### src/rtl/n64_cmd_decoder.sv
// Joybus command decoder for one N64 port: measures bit low times, assembles the
// command frame, classifies it, and tracks rumble-pak writes.
module n64_cmd_decoder #(
    parameter int CYC_PER_US = 12,
    parameter int SAMPLE_US  = 2,
    parameter int LOW_MAX_US = 4,
    parameter int IDLE_US    = 5
) (
    input  logic        clk,
    input  logic        rst_n,
    input  logic        line_in,
    input  logic        tx_busy,
    output logic        cmd_valid,
    output logic [7:0]  cmd_code,
    output logic [15:0] cmd_addr,
    output logic        frame_err,
    output logic        rumble,
    output logic [1:0]  dbg_state
);

    localparam int CNT_W = 16;
    localparam logic [CNT_W-1:0] SAMPLE_N  = CNT_W'(SAMPLE_US * CYC_PER_US);
    localparam logic [CNT_W-1:0] LOW_MAX_N = CNT_W'(LOW_MAX_US * CYC_PER_US);
    localparam logic [CNT_W-1:0] IDLE_N    = CNT_W'(IDLE_US * CYC_PER_US);

    typedef enum logic [1:0] {
        S_IDLE = 2'd0,
        S_LOW  = 2'd1,
        S_HIGH = 2'd2,
        S_WAIT = 2'd3
    } state_t;

    state_t           state_q, state_d;
    logic             line_q;
    logic [CNT_W-1:0] low_cnt_q, low_cnt_d;
    logic [CNT_W-1:0] high_cnt_q, high_cnt_d;
    logic [8:0]       bit_cnt_q, bit_cnt_d;
    logic [7:0]       sh_cmd_q, sh_cmd_d;
    logic [15:0]      sh_addr_q, sh_addr_d;
    logic [7:0]       sh_data_q, sh_data_d;
    logic             cmd_valid_q, cmd_valid_d;
    logic             frame_err_q, frame_err_d;
    logic [7:0]       cmd_code_q, cmd_code_d;
    logic [15:0]      cmd_addr_q, cmd_addr_d;
    logic             rumble_q, rumble_d;

    logic             fall, rise, bit_in;
    logic [9:0]       bit_idx;
    logic [8:0]       bit_cnt_inc;

    // Only exact lengths for known codes pass; a saturated count (511) never matches.
    function automatic logic len_ok(input logic [7:0] code, input logic [8:0] n);
        case (code)
            8'h00, 8'h01, 8'hFF: len_ok = (n == 9'd9);
            8'h02:               len_ok = (n == 9'd25);
            8'h03:               len_ok = (n == 9'd281);
            default:             len_ok = 1'b0;
        endcase
    endfunction

    always_comb begin
        state_d     = state_q;
        low_cnt_d   = low_cnt_q;
        high_cnt_d  = high_cnt_q;
        bit_cnt_d   = bit_cnt_q;
        sh_cmd_d    = sh_cmd_q;
        sh_addr_d   = sh_addr_q;
        sh_data_d   = sh_data_q;
        cmd_valid_d = 1'b0;
        frame_err_d = 1'b0;
        cmd_code_d  = cmd_code_q;
        cmd_addr_d  = cmd_addr_q;
        rumble_d    = rumble_q;

        fall        = line_q & ~line_in;
        rise        = ~line_q & line_in;
        bit_in      = (low_cnt_q < SAMPLE_N);
        bit_idx     = {1'b0, bit_cnt_q} + 10'd1;
        bit_cnt_inc = (bit_cnt_q == 9'h1FF) ? bit_cnt_q : bit_cnt_q + 9'd1;

        // Rumble follows the registered strobe, so it lands one cycle after cmd_valid.
        if (cmd_valid_q && (cmd_code_q == 8'h03) && ((cmd_addr_q & 16'hFFE0) == 16'hC000)) begin
            rumble_d = sh_data_q[0];
        end

        if (tx_busy) begin
            state_d = S_IDLE;
        end else begin
            unique case (state_q)
                S_IDLE: begin
                    if (fall) begin
                        bit_cnt_d = '0;
                        low_cnt_d = CNT_W'(1);
                        state_d   = S_LOW;
                    end
                end
                S_LOW: begin
                    if (low_cnt_q >= LOW_MAX_N) begin
                        frame_err_d = 1'b1;
                        high_cnt_d  = '0;
                        state_d     = S_WAIT;
                    end else if (rise) begin
                        if (bit_idx <= 10'd8) begin
                            sh_cmd_d = {sh_cmd_q[6:0], bit_in};
                        end else if (bit_idx <= 10'd24) begin
                            sh_addr_d = {sh_addr_q[14:0], bit_in};
                        end else if (bit_idx <= 10'd32) begin
                            sh_data_d = {sh_data_q[6:0], bit_in};
                        end
                        bit_cnt_d  = bit_cnt_inc;
                        high_cnt_d = CNT_W'(1);
                        state_d    = S_HIGH;
                    end else begin
                        low_cnt_d = low_cnt_q + CNT_W'(1);
                    end
                end
                S_HIGH: begin
                    if (fall) begin
                        low_cnt_d = CNT_W'(1);
                        state_d   = S_LOW;
                    end else if (high_cnt_q >= IDLE_N) begin
                        if (len_ok(sh_cmd_q, bit_cnt_q)) begin
                            cmd_valid_d = 1'b1;
                            cmd_code_d  = sh_cmd_q;
                            cmd_addr_d  = ((sh_cmd_q == 8'h02) || (sh_cmd_q == 8'h03)) ? sh_addr_q : 16'h0000;
                        end else begin
                            frame_err_d = 1'b1;
                        end
                        state_d = S_IDLE;
                    end else begin
                        high_cnt_d = high_cnt_q + CNT_W'(1);
                    end
                end
                S_WAIT: begin
                    if (!line_in) begin
                        high_cnt_d = '0;
                    end else if (high_cnt_q >= IDLE_N) begin
                        state_d = S_IDLE;
                    end else begin
                        high_cnt_d = high_cnt_q + CNT_W'(1);
                    end
                end
                default: state_d = S_IDLE;
            endcase
        end
    end

    always_ff @(posedge clk or negedge rst_n) begin
        if (!rst_n) begin
            state_q     <= S_IDLE;
            line_q      <= 1'b1;
            low_cnt_q   <= '0;
            high_cnt_q  <= '0;
            bit_cnt_q   <= '0;
            sh_cmd_q    <= '0;
            sh_addr_q   <= '0;
            sh_data_q   <= '0;
            cmd_valid_q <= 1'b0;
            frame_err_q <= 1'b0;
            cmd_code_q  <= '0;
            cmd_addr_q  <= '0;
            rumble_q    <= 1'b0;
        end else begin
            state_q     <= state_d;
            line_q      <= line_in;
            low_cnt_q   <= low_cnt_d;
            high_cnt_q  <= high_cnt_d;
            bit_cnt_q   <= bit_cnt_d;
            sh_cmd_q    <= sh_cmd_d;
            sh_addr_q   <= sh_addr_d;
            sh_data_q   <= sh_data_d;
            cmd_valid_q <= cmd_valid_d;
            frame_err_q <= frame_err_d;
            cmd_code_q  <= cmd_code_d;
            cmd_addr_q  <= cmd_addr_d;
            rumble_q    <= rumble_d;
        end
    end

    assign cmd_valid = cmd_valid_q;
    assign frame_err = frame_err_q;
    assign cmd_code  = cmd_code_q;
    assign cmd_addr  = cmd_addr_q;
    assign rumble    = rumble_q;
    assign dbg_state = state_q;

endmodule
### config.mk
export PLATFORM = sky130hd
export DESIGN_NAME = n64_cmd_decoder
export DESIGN_NICKNAME = d
export VERILOG_FILES = /design/src/rtl/n64_cmd_decoder.sv
export SDC_FILE = /design/constraint.sdc
export NUM_CORES = 1
export LEC_CHECK = 0
export ABC_AREA = 1
export CORE_MARGIN = 3
export CORE_UTILIZATION = 35
export DETAILED_ROUTE_END_ITERATION = 16
export HOLD_SLACK_MARGIN = 0.1
export PLACE_DENSITY_LB_ADDON = 0.25
export SYNTH_ARGS = -nofsm -noshare
export SYNTH_HDL_FRONTEND = slang
export SYNTH_SLANG_ARGS = --single-unit
### constraint.sdc
create_clock -name clk -period 3.16 [get_ports clk]
set_input_delay 0.474 -clock clk [delete_from_list [all_inputs] [get_ports clk]]
set_output_delay 0.474 -clock clk [all_outputs]
set_load 0.02 [all_outputs]
==> flow_metrics.env <==
export IMPL_status="finished clean"
export IMPL_place_port_buffers=32
export IMPL_ant_nets=0
export IMPL_grt_max_degree=63
export IMPL_regArea_um2=2404
export IMPL_grt_usage=0.1417
export IMPL_synth_area_top_cells="dfrtp_1 46%, nand2_1 11%, inv_1 6.3%"
export IMPL_rrSetupSlack_ps=360
export IMPL_num_antenna_cells=0
export IMPL_power_leakage_nw=2.792
export IMPL_synth_edf_count=0
export IMPL_synth_seq_cells=96
export IMPL_clkSinkCount=96
export IMPL_fill_cells=1402
export IMPL_tns_ps=0
export IMPL_power_density_nw_per_um2=583.0
export IMPL_power_switching_mw=1.168
export IMPL_grt_pass1_vias=4077
export IMPL_chipHeight_um=127.3
export IMPL_dp_hpwl_um=7558
export IMPL_multi_input_area_um2=2301
export IMPL_arrival_ps=3020
export IMPL_fmax_mhz=356.9
export IMPL_path_clk_slew_ps=60
export IMPL_async_reset_ff_frac=1.000
export IMPL_overflow=0
export IMPL_syn_to_final_growth_pct=15.54
export IMPL_die_area_um2=16220
export IMPL_die_x_um=127.3
export IMPL_ioPinCount=33
export IMPL_insertion_delay_ps=340
export IMPL_num_rows=43
export IMPL_postCtsSetupRepairBufs=0
export IMPL_synthFlopType="dfrtp_1"
export IMPL_internal_power_mw=2.303
export IMPL_crit_type="flop to flop"
export IMPL_slew_headroom=0.4607
export IMPL_wl_per_cell_um=12.29
export IMPL_power_mw=3.472
export IMPL_synth_top_area_frac=0.4613
export IMPL_syn_area_per_cell_um2=8.053
export IMPL_irDropWorstVdd_v=0.0004081
export IMPL_place_congestion=0.8876
export IMPL_cap_viol_max_count=0
export IMPL_drc=0
export IMPL_start_util=0.3642
export IMPL_finClkSkew_ps=7.640
export IMPL_final_nets=691
export IMPL_antenna_found_initial=0
export IMPL_worst_pin_slew_ps=808.9
export IMPL_num_vias=4079
export IMPL_cts_root_buf="clkbuf_16"
export IMPL_drt_initial_drc_count=236
export IMPL_cts_tree="yes"
export IMPL_clockBufferDepth=2
export IMPL_rsz0062_at_grt="no"
export IMPL_setup_viol=0
export IMPL_path_max_fanout=31
export IMPL_dr_pass1_iters=4
export IMPL_worst_setup_path_end_kind="flop"
export IMPL_hold_violations=0
export IMPL_synth_seq_area_share=0.4664
export IMPL_swShare=0.3365
export IMPL_cts_resized=0
export IMPL_htree_levels=3
export IMPL_grt_pass1_wl_um=18920
export IMPL_wl_um=10570
export IMPL_period_needed_ps=2802
export IMPL_core_area_um2=14150
export IMPL_yosysUniqueCellTypes=40
export IMPL_syn_inst=640
export IMPL_layout_drive_gt1_share=0.1353
export IMPL_hold_path_class="input pin to async pin"
export IMPL_pwr_share_seq=0.429
export IMPL_viasPerCell=4.743
export IMPL_layout_common_cells="147 x nand2_1, 95 x dfrtp_1, 86 x inv_1"
export IMPL_synth_largest_area_cell="dfrtp_1"
export IMPL_start_kind="flop"
export IMPL_yosysWarnings=0
export IMPL_maxSlewViolCount=0
export IMPL_finalCritPeriodShare=0.8868
export IMPL_holdBufCountCts=0
export IMPL_power_frac_comb=0.251
export IMPL_cts_buffers=9
export IMPL_netlist_area_um2=5154
export IMPL_cp_required_ps=3380
export IMPL_final_common_cell="nand2_1"
export IMPL_syn_nets=656
export IMPL_p_clk_frac=0.320
## cell usage after synthesis, types with 2 or more instances
master	number
buf_2	7
buf_6	4
nor3_1	13
and3_1	2
inv_1	86
o22ai_1	10
a21oi_2	4
xor2_1	6
nor2_2	2
nor2_4	2
nand2_2	25
inv_2	5
dfrtp_1	95
nand3b_1	5
buf_4	2
ha_1	12
nand3_1	46
nor2_1	75
a21oi_1	13
nand3_4	2
nand2_1	147
nand3_2	3
nand4_1	13
o21ai_2	20
o21ai_0	19
nor4_1	4
o31ai_1	4
clkbuf_1	2
## path summary, 6_finish.rpt
kind | start | endpoint | cells after the start
worst min register to register | cmd_addr[3] | cmd_addr[3] | 2
min in group clk | cmd_addr[3] | cmd_addr[3] | 2
max in group asynchronous | rst_n | cmd_code[3] | 2
worst min-delay path | rst_n | low_cnt_q[8] | 1
worst max register to register | bit_cnt_q[0] | sh_addr_q[1] | 17
worst max-delay path | bit_cnt_q[0] | sh_addr_q[1] | 17
## per-layer routing
metal,vias to the layer above,track usage,part of all wire,wire length (um)
met4,0,0.04984,0.015,156
met2,56,0.2230,0.46,4852
met3,11,0.03261,0.036,376
met1,1884,0.1924,0.49,5183
met5,-,0,0,0
li1,2128,-,-,-
## state kept, by name (all words and copies together), names as in the netlist, 2 cells and up
register	cells
high_cnt_q	16
bit_cnt_q	9
sh_cmd_q	8
dbg_state	2
cmd_addr	16
sh_addr_q	16
low_cnt_q	16
cmd_code	8
## critical path: stages (launching register included)
cell and delay, ps:
dfrtp_1 460, ha_1 250, nand2_2 80, nor2_2 140, inv_1 70, nor3_1 190, ha_1 290, inv_1 80
nand3_1 70, nor2_1 120, nand2_1 80, nor2_1 110, nand3_1 110, nand2_2 120, nand3_4 50, buf_4 280
nand2_1 130, o21ai_2 60
## cell type report
class	instances	share of cell area
sequential	96	0.4037
multi-input combinational	437	0.3864
timing repair buffer	39	0.06220
inverter	92	0.05821
clock buffer	12	0.04308
tap	180	0.03782
clock inverter	4	0.008615
## power groups by stage
stage / logic, mW / clock network, mW / registers [mW]
floorplan: 0.646 / 0 / 1.49
finish: 0.871 / 1.11 / 1.49
detailed placement: 0.872 / 0 / 1.51
global route: 1.01 / 1.22 / 1.51
global placement: 0.855 / 0 / 1.50
CTS: 0.876 / 1.17 / 1.49
## stage by stage
stage	hold WS (ps)	utilization	setup slack, ps	cells	area (um2)
detailed placement	469.7	0.3991	411.2	844	5647
global placement	466.6	0.3991	525.9	844	5647
finish	209.8	0.4208	357.8	860	5954
global route	287.1	0.4208	40.74	860	5954
floorplan	178.4	-	845.9	640	5154
CTS	257.0	0.4208	348.6	860	5954
## kinds of logic (layout without fill, tap and decap cells)
| logic type | count (synthesis) | in the layout | synth area share |
|---|---|---|---|
| DFF | 96 | 96 | 0.4664 |
| adders and majority gates | 12 | 12 | 0.02913 |
| AOI/OAI and AO/OA | 75 | 75 | 0.09638 |
| xor gates and xnor gates | 6 | 6 | 0.01020 |
| buffers and inverters | 107 | 147 | 0.08715 |
| and+or+nand+nor | 344 | 344 | 0.3108 |
(Power assumes the default switching activity.)
